===== config.mk =====
export PLATFORM = sky130hd
export DESIGN_NAME = cfg_lut_bank_flat
export DESIGN_NICKNAME = d
export VERILOG_FILES = /design/src/rtl/cfg_lut_bank_if.sv /design/src/rtl/cfg_lut_bank.sv /design/src/flat_wrapper.sv
export SDC_FILE = /design/constraint.sdc
export NUM_CORES = 1
export LEC_CHECK = 0
export BUFFER_PORTS_ARGS = -buffer_cell sky130_fd_sc_hd__buf_4
export CAP_MARGIN = 20
export CORE_ASPECT_RATIO = 0.9
export CORE_MARGIN = 2
export CORE_UTILIZATION = 53
export CTS_CLUSTER_DIAMETER = 50
export CTS_CLUSTER_SIZE = 20
export DETAILED_ROUTE_END_ITERATION = 10
export MAX_ROUTING_LAYER = met4
export PLACE_DENSITY = 0.79
export SETUP_SLACK_MARGIN = 0.3
export SLEW_MARGIN = 20
export SYNTH_ARGS = -nofsm -noshare
export SYNTH_HDL_FRONTEND = slang
export SYNTH_SLANG_ARGS = --single-unit

===== constraint.sdc =====
create_clock -name clk -period 1.9 [get_ports clk]
set_clock_uncertainty 0.1 [all_clocks]
set_input_delay 0.475 -clock clk [delete_from_list [all_inputs] [get_ports clk]]
set_output_delay 0.475 -clock clk [all_outputs]
set_load 0.03 [all_outputs]

===== src/rtl/cfg_lut_bank_if.sv =====
// Loader and lookup bundle for cfg_lut_bank.
// master drives requests, slave is the LUT bank.
interface cfg_lut_bank_if #(
  parameter int K       = 4,
  parameter int NUM_LUT = 2
);
  localparam int SEL_W = (NUM_LUT > 1) ? $clog2(NUM_LUT) : 1;

  logic               cfg_start;
  logic [SEL_W-1:0]   cfg_sel;
  logic               cfg_abort;
  logic               cfg_valid;
  logic               cfg_bit;
  logic               cfg_ready;
  logic               cfg_busy;
  logic               cfg_done;
  logic               in_valid;
  logic [NUM_LUT*K-1:0] in_addr;
  logic               out_valid;
  logic [NUM_LUT-1:0] out_f;

  modport master (
    output cfg_start, cfg_sel, cfg_abort,
    output cfg_valid, cfg_bit,
    output in_valid, in_addr,
    input  cfg_ready, cfg_busy, cfg_done,
    input  out_valid, out_f
  );

  modport slave (
    input  cfg_start, cfg_sel, cfg_abort,
    input  cfg_valid, cfg_bit,
    input  in_valid, in_addr,
    output cfg_ready, cfg_busy, cfg_done,
    output out_valid, out_f
  );
endinterface


===== src/rtl/cfg_lut_bank.sv =====
// Bank of runtime-programmable K-input LUTs with a serial
// loader and a registered, single-cycle parallel lookup.
module cfg_lut_bank #(
  parameter int K       = 4,
  parameter int NUM_LUT = 2
) (
  input logic           clk,
  input logic           rst,
  cfg_lut_bank_if.slave bus
);
  localparam int DEPTH = 1 << K;
  localparam int SEL_W = (NUM_LUT > 1) ? $clog2(NUM_LUT) : 1;
  localparam int CW    = $clog2(DEPTH) + 1;

  typedef enum logic [1:0] {
    IDLE,
    LOAD,
    COMMIT
  } state_t;

  state_t             state;
  logic [CW-1:0]      cnt;
  logic [SEL_W-1:0]   sel;
  logic [DEPTH-1:0]   shadow;
  logic [DEPTH-1:0]   tbl [NUM_LUT];
  logic               ready_q;
  logic               busy_q;
  logic               done_q;
  logic               ov_q;
  logic [NUM_LUT-1:0] of_q;
  logic               sel_ok;
  logic               last;

  assign sel_ok = int'(bus.cfg_sel) < NUM_LUT;
  assign last   = cnt == CW'(DEPTH - 1);

  always_ff @(posedge clk) begin
    if (rst) begin
      state   <= IDLE;
      cnt     <= '0;
      sel     <= '0;
      shadow  <= '0;
      ready_q <= 1'b0;
      busy_q  <= 1'b0;
      done_q  <= 1'b0;
    end else begin
      unique case (state)
        IDLE: begin
          done_q <= 1'b0;
          if (bus.cfg_start && sel_ok) begin
            state   <= LOAD;
            sel     <= bus.cfg_sel;
            cnt     <= '0;
            shadow  <= '0;
            ready_q <= 1'b1;
            busy_q  <= 1'b1;
          end
        end
        LOAD: begin
          // abort wins over a bit arriving in the same cycle
          if (bus.cfg_abort) begin
            state   <= IDLE;
            cnt     <= '0;
            ready_q <= 1'b0;
            busy_q  <= 1'b0;
          end else if (bus.cfg_valid) begin
            shadow[cnt[CW-2:0]] <= bus.cfg_bit;
            cnt <= cnt + 1'b1;
            if (last) begin
              state   <= COMMIT;
              ready_q <= 1'b0;
              done_q  <= 1'b1;
            end
          end
        end
        COMMIT: begin
          state  <= IDLE;
          busy_q <= 1'b0;
          done_q <= 1'b0;
        end
        default: begin
          state   <= IDLE;
          ready_q <= 1'b0;
          busy_q  <= 1'b0;
          done_q  <= 1'b0;
        end
      endcase
    end
  end

  always_ff @(posedge clk) begin
    if (rst) begin
      for (int j = 0; j < NUM_LUT; j++) begin
        tbl[j] <= '0;
      end
    end else if (state == COMMIT) begin
      tbl[sel] <= shadow;
    end
  end

  // reads see the table as it was before this edge
  always_ff @(posedge clk) begin
    if (rst) begin
      ov_q <= 1'b0;
      of_q <= '0;
    end else begin
      ov_q <= bus.in_valid;
      if (bus.in_valid) begin
        for (int j = 0; j < NUM_LUT; j++) begin
          of_q[j] <= tbl[j][bus.in_addr[j*K +: K]];
        end
      end
    end
  end

  assign bus.cfg_ready = ready_q;
  assign bus.cfg_busy  = busy_q;
  assign bus.cfg_done  = done_q;
  assign bus.out_valid = ov_q;
  assign bus.out_f     = of_q;
endmodule

===== src/flat_wrapper.sv =====
// flat-port wrapper written by rule: the top's interface ports become plain ports
module cfg_lut_bank_flat 
#(
  parameter int K       = 4,
  parameter int NUM_LUT = 2
)
  (clk, rst, bus_cfg_start, bus_cfg_sel, bus_cfg_abort, bus_cfg_valid, bus_cfg_bit, bus_in_valid, bus_in_addr, bus_cfg_ready, bus_cfg_busy, bus_cfg_done, bus_out_valid, bus_out_f);
  cfg_lut_bank_if #(.K(K), .NUM_LUT(NUM_LUT)) bus_i ();
  input logic clk;
  input logic rst;
  input wire logic [$bits(bus_i.cfg_start)-1:0] bus_cfg_start;
  input wire logic [$bits(bus_i.cfg_sel)-1:0] bus_cfg_sel;
  input wire logic [$bits(bus_i.cfg_abort)-1:0] bus_cfg_abort;
  input wire logic [$bits(bus_i.cfg_valid)-1:0] bus_cfg_valid;
  input wire logic [$bits(bus_i.cfg_bit)-1:0] bus_cfg_bit;
  input wire logic [$bits(bus_i.in_valid)-1:0] bus_in_valid;
  input wire logic [$bits(bus_i.in_addr)-1:0] bus_in_addr;
  output wire logic [$bits(bus_i.cfg_ready)-1:0] bus_cfg_ready;
  output wire logic [$bits(bus_i.cfg_busy)-1:0] bus_cfg_busy;
  output wire logic [$bits(bus_i.cfg_done)-1:0] bus_cfg_done;
  output wire logic [$bits(bus_i.out_valid)-1:0] bus_out_valid;
  output wire logic [$bits(bus_i.out_f)-1:0] bus_out_f;
  assign bus_i.cfg_start = bus_cfg_start;
  assign bus_i.cfg_sel = bus_cfg_sel;
  assign bus_i.cfg_abort = bus_cfg_abort;
  assign bus_i.cfg_valid = bus_cfg_valid;
  assign bus_i.cfg_bit = bus_cfg_bit;
  assign bus_i.in_valid = bus_in_valid;
  assign bus_i.in_addr = bus_in_addr;
  assign bus_cfg_ready = bus_i.cfg_ready;
  assign bus_cfg_busy = bus_i.cfg_busy;
  assign bus_cfg_done = bus_i.cfg_done;
  assign bus_out_valid = bus_i.out_valid;
  assign bus_out_f = bus_i.out_f;
  cfg_lut_bank #(.K(K), .NUM_LUT(NUM_LUT)) u_core (.clk(clk), .rst(rst), .bus(bus_i));
endmodule

* Yosys cells after proc, flatten, opt, wreduce, memory -nomap -nowiden
Memory sizes are Yosys's and may differ from the RTL's.
Cells that the tools add are included.
** Cells by class
- Add/sub/neg operators :: 1
- Magnitude comparators :: 4
- Equal/unequal tests :: 9
- Muxes and demuxes :: 35
- Bitwise logic cells :: 3
- Reductions and logical operators :: 12
** Operators by type and width (count)
- 2-to-1 mux 16 bit :: 4
- one-hot mux 16 bit (2 select lines) :: 1
- bitwise mux 16 bit :: 1
- OR reduction 16 bit :: 1
- less-than comparator 4 x 5 -> 1 bit (second input constant) :: 3
- 2-to-1 mux 1 bit :: 15
- 2-to-1 mux 5 bit :: 3
- one-hot mux 5 bit (2 select lines) :: 1
- AND reduction 3 bit :: 3
- binary-select mux 1 bit (select 4 bit) :: 2
- 2-to-1 mux 2 bit :: 4
- inequality test 2 bit (second input constant) :: 4
- AND reduction 4 bit :: 2
- adder 5 x 1 -> 5 bit (second input constant) :: 1
- == test 5 x 4 -> 1 bit (second input constant) :: 1
- demux 1 bit (select 4 bit) :: 1
- greater-or-equal comparator 4 x 1 -> 1 bit (second input constant) :: 1
- one-hot mux 2 bit (2 select lines) :: 1
- AND reduction 2 bit :: 2
- inequality test 3 x 2 -> 1 bit (second input constant) :: 1
- inequality test 3 bit (second input constant) :: 1
- inverter 1 bit :: 3
- one-hot mux 1 bit (3 select lines) :: 1
- == test 2 x 1 -> 1 bit (second input constant) :: 1
- 6 further kinds :: 6
** Word-level totals
- Bits in registers :: 30
- RAM bits :: 32
- Input bits :: 16
- Output and inout bits :: 6
- Logic and storage cells :: 74
- Memories :: 1
** Memories
- u_core.tbl :: depth 2, bits a word 16, read ports 2, clocked after memory_dff 0, wr ports 2, RTL line cfg_lut_bank.sv:25 : logic [DEPTH-1:0] tbl [NUM_LUT];

* Logic depth before layout (Yosys ltp)
- Depth in word-level cells :: 8
- Mapped depth :: 7
- Mapped depth without buffers :: 5

* Worst setup path before layout
No wires, ideal clock.
- Path type :: input-to-reg
- From :: input rst
- To :: memory u_core.tbl[0][0] in the netlist's numbering (enable)
- Setup time :: 0.334 ns
- Arrival time :: 1.407 ns
- Data required time :: 1.466 ns
- Path slack :: 0.059 ns
- Cell stages on the path :: 2
- Path buffers :: 0
- Cells stage by stage :: nor4b_1 > or2_2
** RTL lines
- from (decl) :: RTL line flat_wrapper.sv:10 : input logic rst;
- to (decl) :: RTL line cfg_lut_bank.sv:25

==> out/qor.csv <==
stage;metric;value;unit
routing;routedWlPerCell;16.2;um
clock_network;numCtsBuffers;9;
synthesis;syn_area_per_cell;11.2;um^2
power;ir_drop;573;uV
sta;timing.hold.ws;297;ps
critical_path;path_max_fanout;1;
routing;firstDrtPassIters;4;
routing;drt_iter0_drc;140;
global_route;grt_overflow;0;
sta;fin_crit;1620;ps
routing;viasPerCell;5.66;
floorplan;core_area;5220;um^2
sta;setup_tns;0;ps
routing;route.detailed.drc;0;
cells_and_area;insertedDiodeCount;0;
clock_network;clockRootBuffer;clkbuf_8;
synthesis;synth_xor_area_share;0.920;%
synthesis;ys_types;35;
floorplan;die_h;73.6;um
clock_network;cts_tree;yes;
synthesis;synth-seq-cells;62;
synthesis;ys_seq_area_share;54.7;%
floorplan;start_util;54.7;%
power;p_switching;0.631;mW
sta;tightestPinTransition;426;ps
clock_network;clockBufferDepth;2;
clock_network;holdBufCountCts;0;
synthesis;synth_top_area_share;33.7;%
critical_path;crit_slowest_cell;mux4_2;
clock_network;clkTransAtPathRegs;70;ps
cells_and_area;final_common_cell;a21oi_1;
sta;slew_violations;0;
floorplan;chipWidth;81.4;um
routing;final_antenna_net_count;0;
synthesis;synth_top_family_by_area;simple AND/OR/NAND/NOR gates;
synthesis;yosys.area_share.simple;19.1;%
flow_run;maxCapViolCount;0;
critical_path;worstSetupStartpointType;register;
placement;hpwlAfterDp;4180;um
critical_path;worstSetupPathType;register to register;
clock_network;clock_sinks;62;
synthesis;synth_warnings;0;
critical_path;path_cells;mux4_2 -> mux2_4 -> a311o_1;
power;internal_power;2.36;mW
synthesis;yosys.area.top_type;edfxtp_1;
routing;dr_total_vias;2020;
routing;routed_wl;5790;um
sta;finalWorstSetupSlack;279;ps
global_route;grt_max_degree;20;
cells_and_area;layout-drive-gt1-share;28.3;%
floorplan;dieArea;5990;um^2
floorplan;fp-row-count;25;
sta;setup_violations;0;
placement;pre_cts_slack;18.9;ps
sta;period_share;85.3;%
critical_path;endpoint_kind;register;
cells_and_area;syn_to_final_growth;18.5;%
power;p_leak;1.24;nW
global_route;track_usage;22.2;%
synthesis;synth_compound_area_share;11.9;%
power;clock_power_share;43.6;%
synthesis;ys_top_cells_by_area;edfxtp_1 34%, dfxtp_1 21%, mux4_1 7.4%;
synthesis;syn-instance-count;256;
clock_network;htree_num_levels;3;
outcome;status;completed;
synthesis;yosys.area_share.adder;1.75;%
synthesis;syn_nets;276;
critical_path;max_stage_delay;490;ps
critical_path;required;2030;ps
placement;gp_congestion;0.854;
synthesis;synthesis.area;2860;um^2
cells_and_area;nets;305;
floorplan;io-pin-count;22;
power;power_switching_share;21.1;%
power;pwr-share-seq;49.1;%
global_route;antenna_found_initial;0;
synthesis;synth_mux_area_share;8.85;%
global_route;grt_pass1_vias;1975;
clock_network;clk_latency;340;ps
critical_path;cp.arrival;1750;ps
cells_and_area;num-fill-cells;393;
sta;fmax;617;MHz
sta;rsz0062_at_grt;yes;
power;p_comb_share;7.3;%
sta;hold_viol;0;
power;p_per_area;884;nW/um^2
sta;max-slew-margin-rel;71.5;%
cells_and_area;final_cell_mix;37 x a21oi_1, 32 x buf_4, 32 x edfxtp_1;
worst_hold_path;worstHoldPathType;primary input to register;
placement;io_buffers;21;
global_route;grt_pass1_wl;9310;um
[sequential cells by signal, summed over array words and instances (netlist names)]
signal,flops
u_core.bus.cfg_busy,1
u_core.tbl,32
u_core.bus.out_valid,1
u_core.sel,1
u_core.bus.cfg_ready,1
u_core.state,2
u_core.bus.out_f,2
u_core.bus.cfg_done,1
u_core.shadow,16
u_core.cnt,5
[timing repair]
item                       4_1_cts  5_1_grt
setup endpoints to repair       15       51
buffers inserted                 0        2
gates resized for setup          3       11
[per-stage QoR]
stage	util (%)	cells	area, um^2	total power, mW
floorplan	-	256	2870	1.63
global placement	59.7	339	3120	1.70
global route	64.8	357	3380	3.09
CTS	64.1	355	3350	3.01
finish	64.8	357	3380	2.99
detailed placement	59.7	339	3120	1.71
[cells by family (layout without fill, tap and decap cells)]
group | count (synthesis) | count (layout)
flip-flops | 62 | 62
buffers and inverters | 18 | 52
XOR/XNOR | 3 | 3
AO/OA/AOI/OAI | 64 | 64
multiplexers | 12 | 12
adder cells (fa/ha/maj) | 4 | 4
AND/OR/NAND/NOR | 93 | 93
[power groups by stage]
| stage | Combinational [mW] | Sequential [mW] | Clock, mW |
|---|---|---|---|
| 2_1_floorplan | 0.123 | 1.50 | 0 |
| 3_3_place_gp | 0.207 | 1.50 | 0 |
| 3_5_place_dp | 0.215 | 1.50 | 0 |
| 4_1_cts | 0.216 | 1.47 | 1.32 |
| 5_1_grt | 0.238 | 1.47 | 1.38 |
| 6_report | 0.217 | 1.47 | 1.30 |
[cell usage after synthesis, drive strengths merged]
cell type / instances
or3b: 1
o21ai: 20
buf: 3
mux2: 2
nor4bb: 1
and4: 4
mux2i: 2
and2: 33
nand4: 1
mux4: 8
o21bai: 1
xnor2: 3
or2b: 1
or2: 3
nand2b: 2
a211oi: 2
a21o: 1
clkbuf: 11
edfxtp: 32
ha: 4
nand3: 4
nor2: 7
a21oi: 38
nor3: 6
nand2: 19
nor3b: 5
inv: 4
dfxtp: 30
a311o: 2
nor2b: 3
nand3b: 1
nor4b: 2
[worst max-delay path: cells and delay by family (launching register included)]
| kind | cells | cell delay, ps |
|---|---|---|
| flops | 1 | 390 |
| mux | 2 | 770 |
| compound gates | 1 | 250 |
[layout make-up]
type / instances / area [um^2] / area share, %
multi-input cells: 176 / 1240 / 36.7
inverters: 4 / 15.0 / 0.444
well taps: 67 / 83.8 / 2.48
flip-flops and latches: 62 / 1570 / 46.4
clock buffers: 11 / 151 / 4.47
clock inverters: 5 / 81.3 / 2.40
repair buffers: 32 / 240 / 7.10
[final timing paths]
path         cells past startpoint  slack (ps)           startpoint                   to
max                              3         280     u_core.tbl[1][9]  u_core.bus.out_f[1]
min                              2         300       bus_in_addr[4]  u_core.bus.out_f[1]
max reg2reg                      3         280     u_core.tbl[1][9]  u_core.bus.out_f[1]
min reg2reg                      2         370  u_core.bus.cfg_busy  u_core.bus.cfg_busy
[layer usage]
layer  part of all wire [%]  GRT usage, %  wire (um)
met5                      0             -          0
met4                   0.86          6.78         50
met3                    5.4          7.37        313
met2                     52          37.0       3020
met1                     42          25.4       2410
(Power assumes the default switching activity.)
